File: src/rtl/execute_pkg.sv
// Shared opcodes, branch condition codes and FSM state for the execute stage.
package execute_pkg;

    localparam logic [2:0] OP_ADD = 3'b000;
    localparam logic [2:0] OP_SUB = 3'b001;
    localparam logic [2:0] OP_AND = 3'b010;
    localparam logic [2:0] OP_OR  = 3'b011;
    localparam logic [2:0] OP_XOR = 3'b100;
    localparam logic [2:0] OP_SLL = 3'b101;
    localparam logic [2:0] OP_SRL = 3'b110;
    localparam logic [2:0] OP_MUL = 3'b111;

    localparam logic [1:0] BR_EQZ = 2'b00;
    localparam logic [1:0] BR_NEZ = 2'b01;
    localparam logic [1:0] BR_LTZ = 2'b10;
    localparam logic [1:0] BR_GEZ = 2'b11;

    typedef enum logic {IDLE = 1'b0, MUL = 1'b1} state_t;

    function automatic logic br_taken(input logic [1:0] cond, input logic is_zero,
                                      input logic is_neg);
        case (cond)
            BR_EQZ:  return is_zero;
            BR_NEZ:  return !is_zero;
            BR_LTZ:  return is_neg;
            default: return !is_neg;
        endcase
    endfunction

endpackage

File: src/rtl/execute_pipe_if.sv
// Decode-side and memory-side handshake bundle of the execute stage.
interface execute_pipe_if #(parameter int WIDTH = 16);

    logic             flush;
    logic             in_valid;
    logic             in_ready;
    logic [2:0]       op;
    logic [WIDTH-1:0] data_1;
    logic [WIDTH-1:0] data_2;
    logic [WIDTH-1:0] ext_imm;
    logic [WIDTH-1:0] seq_pc;
    logic             use_imm;
    logic             link;
    logic             br_en;
    logic [1:0]       br_cond;
    logic             jmp;
    logic             br_base;
    logic             out_valid;
    logic             out_ready;
    logic [WIDTH-1:0] result;
    logic [WIDTH-1:0] data_2_out;
    logic             branch;
    logic [WIDTH-1:0] branch_pc;
    logic             busy;

    modport master (
        output flush, in_valid, op, data_1, data_2, ext_imm, seq_pc, use_imm, link,
               br_en, br_cond, jmp, br_base, out_ready,
        input  in_ready, out_valid, result, data_2_out, branch, branch_pc, busy
    );

    modport slave (
        input  flush, in_valid, op, data_1, data_2, ext_imm, seq_pc, use_imm, link,
               br_en, br_cond, jmp, br_base, out_ready,
        output in_ready, out_valid, result, data_2_out, branch, branch_pc, busy
    );

endinterface

File: src/rtl/execute_pipe_mul_iter.sv
// Iterative shift-add multiplier: one partial product per cycle, low WIDTH bits kept.
module mul_iter #(
    parameter int WIDTH = 16
) (
    input  logic             clk,
    input  logic             rst_n,
    input  logic             start,
    input  logic             abort,
    input  logic [WIDTH-1:0] a,
    input  logic [WIDTH-1:0] b,
    output logic             done,
    output logic [WIDTH-1:0] product
);

    localparam int CW = $clog2(WIDTH);
    localparam logic [CW-1:0] LAST = CW'(WIDTH - 2);

    logic             run;
    logic [CW-1:0]    count;
    logic [WIDTH-1:0] acc;
    logic [WIDTH-1:0] a_sh;
    logic [WIDTH-1:0] b_sh;
    logic [WIDTH-1:0] acc_nx;

    assign acc_nx = acc + (b_sh[0] ? a_sh : '0);
    assign done   = run & (count == LAST) & !abort;
    // The final step also folds in the top partial product so the whole
    // multiply completes in WIDTH-1 running cycles.
    assign product = acc_nx + (b_sh[1] ? {a_sh[WIDTH-2:0], 1'b0} : '0);

    always_ff @(posedge clk or negedge rst_n) begin
        if (!rst_n) begin
            run   <= 1'b0;
            count <= '0;
            acc   <= '0;
            a_sh  <= '0;
            b_sh  <= '0;
        end else if (abort) begin
            run   <= 1'b0;
            count <= '0;
            acc   <= '0;
        end else if (start) begin
            run   <= 1'b1;
            count <= '0;
            acc   <= '0;
            a_sh  <= a;
            b_sh  <= b;
        end else if (run) begin
            acc   <= acc_nx;
            a_sh  <= a_sh << 1;
            b_sh  <= b_sh >> 1;
            count <= count + 1'b1;
            if (done) run <= 1'b0;
        end
    end

endmodule

File: src/rtl/execute_pipe.sv
// Execute stage: ALU, branch resolution, iterative MUL and a one-entry output register.
module execute_pipe
    import execute_pkg::*;
#(
    parameter int WIDTH = 16,
    parameter int SHW   = $clog2(WIDTH)
) (
    input  logic           clk,
    input  logic           rst_n,
    execute_pipe_if.slave  bus
);

    state_t           state, state_nx;
    logic             in_ready, busy, xfer, is_mul, mul_start, mul_done;
    logic             load_alu, load_mul;
    logic [WIDTH-1:0] opb, alu_res, tgt, product;
    logic             br_take;

    logic             out_valid, branch_q, pend_br;
    logic [WIDTH-1:0] result_q, data_2_q, pc_q, pend_d2, pend_pc;

    assign opb     = bus.link ? bus.seq_pc : (bus.use_imm ? bus.ext_imm : bus.data_2);
    assign is_mul  = (bus.op == OP_MUL);
    assign br_take = bus.jmp | (bus.br_en & br_taken(bus.br_cond, bus.data_1 == '0,
                                                     bus.data_1[WIDTH-1]));
    assign tgt     = (bus.br_base ? bus.data_1 : bus.seq_pc) + bus.ext_imm;

    always_comb begin
        alu_res = '0;
        case (bus.op)
            OP_ADD:  alu_res = bus.data_1 + opb;
            OP_SUB:  alu_res = opb - bus.data_1;
            OP_AND:  alu_res = bus.data_1 & opb;
            OP_OR:   alu_res = bus.data_1 | opb;
            OP_XOR:  alu_res = bus.data_1 ^ opb;
            OP_SLL:  alu_res = bus.data_1 << opb[SHW-1:0];
            OP_SRL:  alu_res = bus.data_1 >> opb[SHW-1:0];
            default: alu_res = '0;
        endcase
    end

    mul_iter #(.WIDTH(WIDTH)) u_mul (
        .clk     (clk),
        .rst_n   (rst_n),
        .start   (mul_start),
        .abort   (bus.flush),
        .a       (bus.data_1),
        .b       (opb),
        .done    (mul_done),
        .product (product)
    );

    always_ff @(posedge clk or negedge rst_n) begin
        if (!rst_n) state <= IDLE;
        else        state <= state_nx;
    end

    always_comb begin
        state_nx = state;
        if (bus.flush) begin
            state_nx = IDLE;
        end else begin
            case (state)
                IDLE:    if (xfer && is_mul) state_nx = MUL;
                MUL:     if (mul_done)       state_nx = IDLE;
                default: state_nx = IDLE;
            endcase
        end
    end

    // in_ready never depends on in_valid, only on state, out_ready and flush.
    always_comb begin
        in_ready  = (state == IDLE) & (!out_valid | bus.out_ready) & !bus.flush;
        busy      = (state == MUL);
        xfer      = bus.in_valid & in_ready;
        mul_start = xfer & is_mul;
        load_alu  = xfer & !is_mul;
        load_mul  = (state == MUL) & mul_done;
    end

    // Branch outcome and store data of a MUL are captured at issue, used at completion.
    always_ff @(posedge clk or negedge rst_n) begin
        if (!rst_n) begin
            pend_br <= 1'b0;
            pend_d2 <= '0;
            pend_pc <= '0;
        end else if (mul_start) begin
            pend_br <= br_take;
            pend_d2 <= bus.data_2;
            pend_pc <= tgt;
        end
    end

    always_ff @(posedge clk or negedge rst_n) begin
        if (!rst_n) begin
            out_valid <= 1'b0;
            result_q  <= '0;
            data_2_q  <= '0;
            branch_q  <= 1'b0;
            pc_q      <= '0;
        end else if (bus.flush) begin
            out_valid <= 1'b0;
        end else if (load_alu) begin
            out_valid <= 1'b1;
            result_q  <= alu_res;
            data_2_q  <= bus.data_2;
            branch_q  <= br_take;
            pc_q      <= tgt;
        end else if (load_mul) begin
            out_valid <= 1'b1;
            result_q  <= product;
            data_2_q  <= pend_d2;
            branch_q  <= pend_br;
            pc_q      <= pend_pc;
        end else if (out_valid && bus.out_ready) begin
            out_valid <= 1'b0;
        end
    end

    assign bus.in_ready   = in_ready;
    assign bus.busy       = busy;
    assign bus.out_valid  = out_valid;
    assign bus.result     = result_q;
    assign bus.data_2_out = data_2_q;
    assign bus.branch     = branch_q;
    assign bus.branch_pc  = pc_q;

endmodule
File: src/flat_wrapper.sv
// flat-port wrapper written by rule: the top's interface ports become plain ports
module execute_pipe_flat import execute_pkg::*;
#(
    parameter int WIDTH = 16,
    parameter int SHW   = $clog2(WIDTH)
)
  (clk, rst_n, bus_flush, bus_in_valid, bus_op, bus_data_1, bus_data_2, bus_ext_imm, bus_seq_pc, bus_use_imm, bus_link, bus_br_en, bus_br_cond, bus_jmp, bus_br_base, bus_out_ready, bus_in_ready, bus_out_valid, bus_result, bus_data_2_out, bus_branch, bus_branch_pc, bus_busy);
  execute_pipe_if #(.WIDTH(WIDTH)) bus_i ();
  input  logic clk;
  input  logic rst_n;
  input wire logic [$bits(bus_i.flush)-1:0] bus_flush;
  input wire logic [$bits(bus_i.in_valid)-1:0] bus_in_valid;
  input wire logic [$bits(bus_i.op)-1:0] bus_op;
  input wire logic [$bits(bus_i.data_1)-1:0] bus_data_1;
  input wire logic [$bits(bus_i.data_2)-1:0] bus_data_2;
  input wire logic [$bits(bus_i.ext_imm)-1:0] bus_ext_imm;
  input wire logic [$bits(bus_i.seq_pc)-1:0] bus_seq_pc;
  input wire logic [$bits(bus_i.use_imm)-1:0] bus_use_imm;
  input wire logic [$bits(bus_i.link)-1:0] bus_link;
  input wire logic [$bits(bus_i.br_en)-1:0] bus_br_en;
  input wire logic [$bits(bus_i.br_cond)-1:0] bus_br_cond;
  input wire logic [$bits(bus_i.jmp)-1:0] bus_jmp;
  input wire logic [$bits(bus_i.br_base)-1:0] bus_br_base;
  input wire logic [$bits(bus_i.out_ready)-1:0] bus_out_ready;
  output wire logic [$bits(bus_i.in_ready)-1:0] bus_in_ready;
  output wire logic [$bits(bus_i.out_valid)-1:0] bus_out_valid;
  output wire logic [$bits(bus_i.result)-1:0] bus_result;
  output wire logic [$bits(bus_i.data_2_out)-1:0] bus_data_2_out;
  output wire logic [$bits(bus_i.branch)-1:0] bus_branch;
  output wire logic [$bits(bus_i.branch_pc)-1:0] bus_branch_pc;
  output wire logic [$bits(bus_i.busy)-1:0] bus_busy;
  assign bus_i.flush = bus_flush;
  assign bus_i.in_valid = bus_in_valid;
  assign bus_i.op = bus_op;
  assign bus_i.data_1 = bus_data_1;
  assign bus_i.data_2 = bus_data_2;
  assign bus_i.ext_imm = bus_ext_imm;
  assign bus_i.seq_pc = bus_seq_pc;
  assign bus_i.use_imm = bus_use_imm;
  assign bus_i.link = bus_link;
  assign bus_i.br_en = bus_br_en;
  assign bus_i.br_cond = bus_br_cond;
  assign bus_i.jmp = bus_jmp;
  assign bus_i.br_base = bus_br_base;
  assign bus_i.out_ready = bus_out_ready;
  assign bus_in_ready = bus_i.in_ready;
  assign bus_out_valid = bus_i.out_valid;
  assign bus_result = bus_i.result;
  assign bus_data_2_out = bus_i.data_2_out;
  assign bus_branch = bus_i.branch;
  assign bus_branch_pc = bus_i.branch_pc;
  assign bus_busy = bus_i.busy;
  execute_pipe #(.WIDTH(WIDTH), .SHW(SHW)) u_core (.clk(clk), .rst_n(rst_n), .bus(bus_i));
endmodule
File: config.mk
export PLATFORM = sky130hd
export DESIGN_NAME = execute_pipe_flat
export DESIGN_NICKNAME = d
export VERILOG_FILES = /design/src/rtl/execute_pkg.sv /design/src/rtl/execute_pipe_if.sv /design/src/rtl/execute_pipe_mul_iter.sv /design/src/rtl/execute_pipe.sv /design/src/flat_wrapper.sv
export SDC_FILE = /design/constraint.sdc
export NUM_CORES = 1
export LEC_CHECK = 0
export ABC_AREA = 1
export ABC_CLOCK_PERIOD_IN_PS = 7500
export CAP_MARGIN = 20
export CORE_ASPECT_RATIO = 0.5
export CORE_MARGIN = 3
export CORE_UTILIZATION = 40
export CTS_CLUSTER_SIZE = 25
export DETAILED_ROUTE_END_ITERATION = 10
export HOLD_SLACK_MARGIN = 0.08
export PLACE_DENSITY = 0.63
export SYNTH_ARGS = -nofsm -noshare
export SYNTH_HDL_FRONTEND = slang
export SYNTH_SLANG_ARGS = --single-unit
File: constraint.sdc
create_clock -name clk -period 7.5 [get_ports clk]
set_clock_uncertainty 0.1 [all_clocks]
set_input_delay 0.75 -clock clk [delete_from_list [all_inputs] [get_ports clk]]
set_output_delay 0.75 -clock clk [all_outputs]
set_load 0.01 [all_outputs]
==> impl_results.md, run 1 <==
* Status: completed
* Max Clk Rate at 222 MHz
* R2R depth at 11
* Final setup vio count at 0
* Initial Util at 0.412
* Reg-to-Reg End: u_core.u_mul.acc[14]
* Crit Path Category: in -> reg
* Initial antenna violation count at 1
* Synth top area share at 0.284
* Top_reg_cell synth: dfrtp_1
* DR WL/cell at 17.3 µm
* Worst hold path class: in -> async
* Max transition margin at 0.340
* Clock input transition at the sequential cells of the worst setup and hold paths at 0.06 ns
* Total track usage at 0.244
* Worst path arrival time at 4.74 ns
* Synth async-reset ratio at 1.00
* Final hold viol count at 0
* Die ar. at 0.0324 mm²
* IO buf count at 130
* Leakage Power at 7.02 nW
* Netlist cell types at 53
* DR vias at 11908
* Die H at 129 µm
* Post-Place Cells at 2252
* Row count at 44
* VDD IR max at 0.132 mV
* CTS Hold Bufs at 0
* Sequential area share after synthesis at 0.284
* Crit. End Element: flip-flop
* Setup TNS at 0 ns
* Global-route wire length before repair at 61500 µm
* TritonRoute pass-1 iters at 5
* Synth top area cells: dfrtp_1 28%, nand2_1 16%, ha_1 9.6%
* Post-synthesis cell count at 1797
* Setup Fix Bufs, Post-CTS at 0
* Final Cycle Share at 0.600
* Area grow syn2layout at 17.6%
* Boundary Pins at 131
* Synthesis Warnings at 0
* Max-cap viol count at 0
* Vias per Instance at 5.21
* Final slew viol count at 0
* Synth Area per Inst at 6.72 µm²
* Post-Syn Area at 0.0121 mm²
* Final wirelength at 39500 µm
* Inserted Diodes at 0
* Vias in the first global route at 11201
* Reg-to-reg critical path startpoint: u_core.bus.busy
* DRT antenna net count at 0
* Fin nets at 2056
* P per Cell Area at 265 mW/mm²
* Share of layout cells above drive strength 1 at 0.0555
* CTS max path bufs at 2
* RSZ-0062 raised after global routing: false
* DRC Markers at 0
* Number of H-tree levels at 4
* Post-synth top area cell: dfrtp_1
* Worst-path maximum fanout at 95
* Largest net degree at the start of global routing at 96
* Worst skew pair latency at 0.45 ns
* Fin cells at 2284
* Clock Sinks at 137
* FF-to-FF setup slack at 3.44 ns
* Worst setup SP type: input pin
* EDFF count, synth at 0
* Final Cell Area at 0.0142 mm²
* Worst hold margin at 0.194 ns
* Layout filler cell count at 3042
* CTS tree: done
* Post-CTS Resized at 0
* #FFs+latches synth at 137
* Total CTS buffers at 17
* Most frequent cells after synthesis: 510 x nand2_1, 230 x inv_1, 197 x o21ai_0
* Root Driver: clkbuf_16
* Clock period minus worst slack at 4.50 ns
* Most common cell in the netlist: nand2_1
* CP required at 7.75 ns
* Grt ovf at 0
* Synth Net Count at 1973
* Initial DRC Count at 1014
* Slew @ Worst Pin at 0.986 ns
* DP HPWL at 30200 µm
* Area after DPL at 0.0136 mm²
* Floorplan core area at 0.0293 mm²
* Die W at 252 µm
* Final Wtd Congestion at 1.03
## metal layers
layer	global-route usage	share of wire	vias to the layer above	wire length, µm
li1	-	-	6068	-
met1	0.338	0.48	5463	19100
met2	0.381	0.43	316	16900
met3	0.0584	0.066	59	2600
met4	0.0718	0.020	2	800
met5	0	0.00033	-	13
## critical path, cell delays in order
cell and delay, ns:
clkdlybuf4s50_1 0.60, inv_2 0.09, nor2_2 0.18, inv_2 0.06, nor2_4 0.09, buf_4 0.70
inv_2 0.59, a21oi_2 0.25, buf_4 0.36, inv_2 0.31, nor2_4 0.33, inv_2 0.22
o22ai_1 0.17
## flip-flops by register name, indices dropped and copies added (netlist names)
signal	cells
u_core.u_mul.count	4
u_core.bus.out_valid	1
u_core.bus.result	16
u_core.pend_pc	16
u_core.u_mul.acc	16
u_core.pend_br	1
u_core.u_mul.a_sh	16
u_core.pend_d2	16
u_core.u_mul.b_sh	16
u_core.bus.busy	1
u_core.bus.branch_pc	16
u_core.bus.branch	1
u_core.bus.data_2_out	16
u_core.u_mul.run	1
## how the worst max path moves through the flow
stage | start | end | slack, ns | cells past startpoint
3_3_place_gp | bus_op[2] | u_core.u_mul.acc[15] | 2.63 | 13
2_1_floorplan | bus_data_1[1] | u_core.bus.result[15] | 4.12 | 18
4_1_cts | bus_op[2] | u_core.u_mul.acc[14] | 3.03 | 13
3_5_place_dp | bus_op[2] | u_core.u_mul.acc[14] | 2.55 | 13
6_report | bus_op[2] | u_core.u_mul.acc[14] | 3.00 | 13
5_1_grt | bus_flush | u_core.u_mul.acc[15] | 2.73 | 12
## cells by family after synthesis
logic type / share of synthesized area
buf+inv: 0.105
mux: 0.00166
compound gates: 0.207
xor+xnor: 0.0385
flops: 0.284
fa+ha+maj: 0.103
simple gates: 0.260
## cell usage in the layout, fill, tap and decap left out, types with 10 or more instances in the layout
cell type | synthesis | routed
nand3_1 | 87 | 87
xnor2_1 | 15 | 15
buf_4 | 4 | 12
inv_1 | 230 | 229
nand4_1 | 19 | 19
xor2_1 | 33 | 33
a21oi_1 | 77 | 77
clkdlybuf4s50_1 | 0 | 129
a31oi_1 | 24 | 24
nor3_1 | 13 | 13
clkbuf_16 | 0 | 17
ha_1 | 93 | 93
inv_2 | 13 | 14
o21ai_0 | 197 | 197
nor2_1 | 98 | 96
nand2_1 | 510 | 510
o22ai_2 | 10 | 10
o21ai_1 | 35 | 35
o211ai_1 | 24 | 24
dfrtp_1 | 137 | 137
or2_2 | 16 | 16
## final cells by class
type	instances	area [µm²]	share of cell area
Clock buffer	17	425	0.0300
Clock inverter	15	166	0.0117
Inverter	243	912	0.0642
Multi-Input combinational cell	1339	7390	0.520
Sequential cell	137	3430	0.241
Tap cell	391	489	0.0345
Timing Repair Buffer	142	1390	0.0981
## through the flow
stage | setup slack (ns) | power [mW] | util
global route | 2.73 | 4.08 | 0.484
floorplan | 4.12 | 2.30 | -
detailed placement | 2.55 | 2.89 | 0.464
global placement | 2.63 | 2.88 | 0.464
CTS | 3.03 | 3.77 | 0.484
finish | 3.00 | 3.76 | 0.484
## power breakdown
group / leakage, nW / internal (mW) / total [mW] / switching, mW
clock: 0.281 / 0.494 / 0.858 / 0.363
combinational: 5.05 / 0.743 / 1.82 / 1.08
sequential: 1.69 / 0.926 / 1.08 / 0.153
(Power assumes the default switching activity.)
==> run 2: changes to the inputs <==
--- a/config.mk
+++ b/config.mk
@@ -6,7 +6,7 @@
 export NUM_CORES = 1
 export LEC_CHECK = 0
 export ABC_AREA = 1
-export ABC_CLOCK_PERIOD_IN_PS = 7500
+export ABC_CLOCK_PERIOD_IN_PS = 3750
 export CAP_MARGIN = 20
 export CORE_ASPECT_RATIO = 0.5
 export CORE_MARGIN = 3
@@ -14,7 +14,7 @@
 export CTS_CLUSTER_SIZE = 25
 export DETAILED_ROUTE_END_ITERATION = 10
 export HOLD_SLACK_MARGIN = 0.08
-export PLACE_DENSITY = 0.63
+export PLACE_DENSITY = 0.65
 export SYNTH_ARGS = -nofsm -noshare
 export SYNTH_HDL_FRONTEND = slang
 export SYNTH_SLANG_ARGS = --single-unit
==> constraint.sdc (replaced) <==
create_clock -name clk -period 3.75 [get_ports clk]
set_clock_uncertainty 0.1 [all_clocks]
set_input_delay 0.375 -clock clk [delete_from_list [all_inputs] [get_ports clk]]
set_output_delay 0.375 -clock clk [all_outputs]
set_load 0.01 [all_outputs]
==> run 2 against run 1 <==
Against the previous run: via count increased by 3.1%; critical path depth increased by 12; combinational power increased by 120%; non-clock buffer count increased by 69; global-route usage increased by 0.095 points; register-to-register slack got worse by 3.1 ns.
==> impl_results.md, run 2 (synthesis results as in run 1) <==
* CTS max path bufs at 2 (unchanged)
* Area after DPL at 0.0141 mm² (+3.8%)
* Final Cell Area at 0.0149 mm² (+5.3%)
* Area grow syn2layout at 23.8%
* Clock period minus worst slack at 3.44 ns
* Combinational power share at 0.504 (+0.019)
* Net Sw Power at 3.23 mW (+100%)
* Switching share of power at 0.412 (-0.0126)
* Fin cells at 2353 (+3.0%)
* Vias in the first global route at 11561 (+3.2%)
* Final wirelength at 39700 µm (+0.56%)
* Global-route wire length before repair at 62400 µm (+1.4%)
* Die ar. at 0.0324 mm² (unchanged)
* Die W at 252 µm (unchanged)
* CTS tree: done
* Worst-path maximum fanout at 6 (-94%)
* M2 GR Usage at 0.396 (+0.0149)
* Initial antenna violation count at 0 (-1)
* Setup TNS at 0 ns (unchanged)
* Initial Util at 0.412 (unchanged)
* Most Crowded Layer GR: met2
* DRT antenna net count at 0 (unchanged)
* CP required at 4.04 ns (-3.71 ns)
* DRC Markers at 0 (unchanged)
* Crit. End Element: flip-flop
* Clock Sinks at 137 (unchanged)
* Final Wtd Congestion at 0.977 (-5.0%)
* DR vias at 12277 (+3.1%)
* Post-layout util at 0.509 (+0.0255)
* Worst setup startpoint: u_core.u_mul.b_sh[0]
* Final WS setup at 0.313 ns (-2.69 ns)
* Boundary Pins at 131 (unchanged)
* Worst hold path class: reg -> reg
* Max Clk Rate at 291 MHz
* P per Cell Area at 525 mW/mm² (+98%)
* Clock Power Share at 0.224 (-0.004)
* Share of layout cells above drive strength 1 at 0.0999 (+0.0444)
* Worst path arrival time at 3.73 ns (-1.01 ns)
* DP Worst Slack at -0.0459 ns (-2.60 ns)
* Floorplan core area at 0.0293 mm² (unchanged)
* Worst setup SP type: flip-flop
* Slew @ Worst Pin at 0.986 ns (-0.000241 ns)
* Max-cap viol count at 0 (unchanged)
* Number of H-tree levels at 4 (unchanged)
* Root Driver: clkbuf_16
* Commonest non-fill, non-tap cell in the layout: nand2_1
* Worst hold margin at 0.377 ns (+0.183 ns)
* Final slew viol count at 0 (unchanged)
* DR WL/cell at 16.9 µm (-2.4%)
* Post-Place Cells at 2315 (+2.8%)
* Met1 usage at 0.336 (-0.00213)
* VDD IR max at 0.292 mV (+120%)
* Clock input transition at the sequential cells of the worst setup and hold paths at 0.06 ns (about the same)
* Status: completed
* Final setup vio count at 0 (unchanged)
* Max transition margin at 0.343 (+0.00259)
* Power, Total at 7.85 mW (+110%)
* Crit Path Category: reg -> reg
* Leakage Power at 7.38 nW (+5.2%)
* Sequential share of power at 0.271 (-0.016)
* Total track usage at 0.245 (+0.000955)
* TritonRoute pass-1 iters at 5 (unchanged)
* Final hold viol count at 0 (unchanged)
* Inserted Diodes at 0 (unchanged)
* Row count at 44 (unchanged)
* IO buf count at 130 (unchanged)
* Commonest non-fill, non-tap cells in the layout: 505 x nand2_1, 229 x inv_1, 195 x o21ai_0, 136 x dfrtp_1, 129 x clkdlybuf4s50_1
* Initial DRC Count at 1151 (+14%)
* Reg-to-reg critical path startpoint: u_core.u_mul.b_sh[0]
* Worst Hold Launch: u_core.bus.result[0]
* Global routing met3 resource utilization at 0.0477 (-0.0107)
* Worst skew pair latency at 0.45 ns (about the same)
* DP HPWL at 30100 µm (-0.15%)
* Fin nets at 2125 (+3.4%)
* Int Pwr at 4.62 mW (+110%)
* Grt ovf at 0 (unchanged)
* Vias per Instance at 5.22 (about the same)
* Total CTS buffers at 17 (unchanged)
* Largest net degree at the start of global routing at 99 (+3.1%)
* Die H at 129 µm (unchanged)
* Final Cycle Share at 0.917
==> run 2: cell count changes in the layout (fill, tap and decap cells not counted), moves of 3 or more <==
cell	previous run	this run
ha_1	93	84
buf_4	12	76
clkinv_4	4	1
buf_12	0	4
nand2_1	510	505
ha_4	0	8
inv_6	5	1
nand2_2	0	5
==> run 2: power groups by stage <==
stage | clock, mW | sequential, mW | combinational, mW
2_1_floorplan | 0 | 2.12 | 2.48
3_3_place_gp | 0 | 2.14 | 3.68
4_1_cts | 1.79 | 2.13 | 3.75
3_5_place_dp | 0 | 2.15 | 3.71
5_1_grt | 1.85 | 2.17 | 4.45
6_report | 1.76 | 2.13 | 3.96
==> run 2: repair_timing <==
item                       in CTS  in global routing
hold buffers                    1                  0
buffers inserted                0                  5
hold endpoints to repair       97                  0
setup endpoints to repair       0                  7
resized for setup               0                 30
==> run 2: layer usage <==
layer	routed length, µm	up-vias
met5	0	-
met4	817	0
met3	2710	52
met2	17700	358
met1	18400	5664
li1	-	6203
==> run 2: final cells by class <==
type / instances / area [µm²]
repair buffers: 211 / 1960
fillers: 2961 / 14400
well taps: 391 / 489
clock inverters: 11 / 145
flip-flops and latches: 137 / 3430
clock buffers: 21 / 460
multi-input cells: 1339 / 7550
inverters: 243 / 912
==> run 2: critical path, stage by stage (launching register included) <==
cell     delay [ns]
dfrtp_2        0.44
nand2_1        0.07
inv_1          0.04
ha_2           0.19
fa_2           0.34
nand2_1        0.07
nand2_1        0.08
nand2_2        0.08
o21ai_1        0.08
xnor2_1        0.26
inv_1          0.11
ha_4           0.30
nand2_1        0.06
o21ai_0        0.17
a21oi_1        0.09
nor2_1         0.12
nand2_1        0.05
nand2_1        0.09
nand2_1        0.08
nand2_1        0.09
nand2_1        0.06
nand2_1        0.05
nand3_1        0.11
nand2_1        0.11
nand2_1        0.05
nand2_1        0.05
==> run 2: final timing paths <==
kind | to | slack (ns) | cells after the start
setup / recovery | u_core.bus.result[14] | 0.31 | 25
setup reg to reg | u_core.bus.result[14] | 0.31 | 25
hold reg to reg | u_core.bus.result[0] | 0.38 | 2
max in group asynchronous | u_core.u_mul.b_sh[0] | 2.29 | 2
hold / removal | u_core.bus.result[0] | 0.38 | 2
min in group asynchronous | u_core.bus.branch_pc[12] | 0.48 | 2
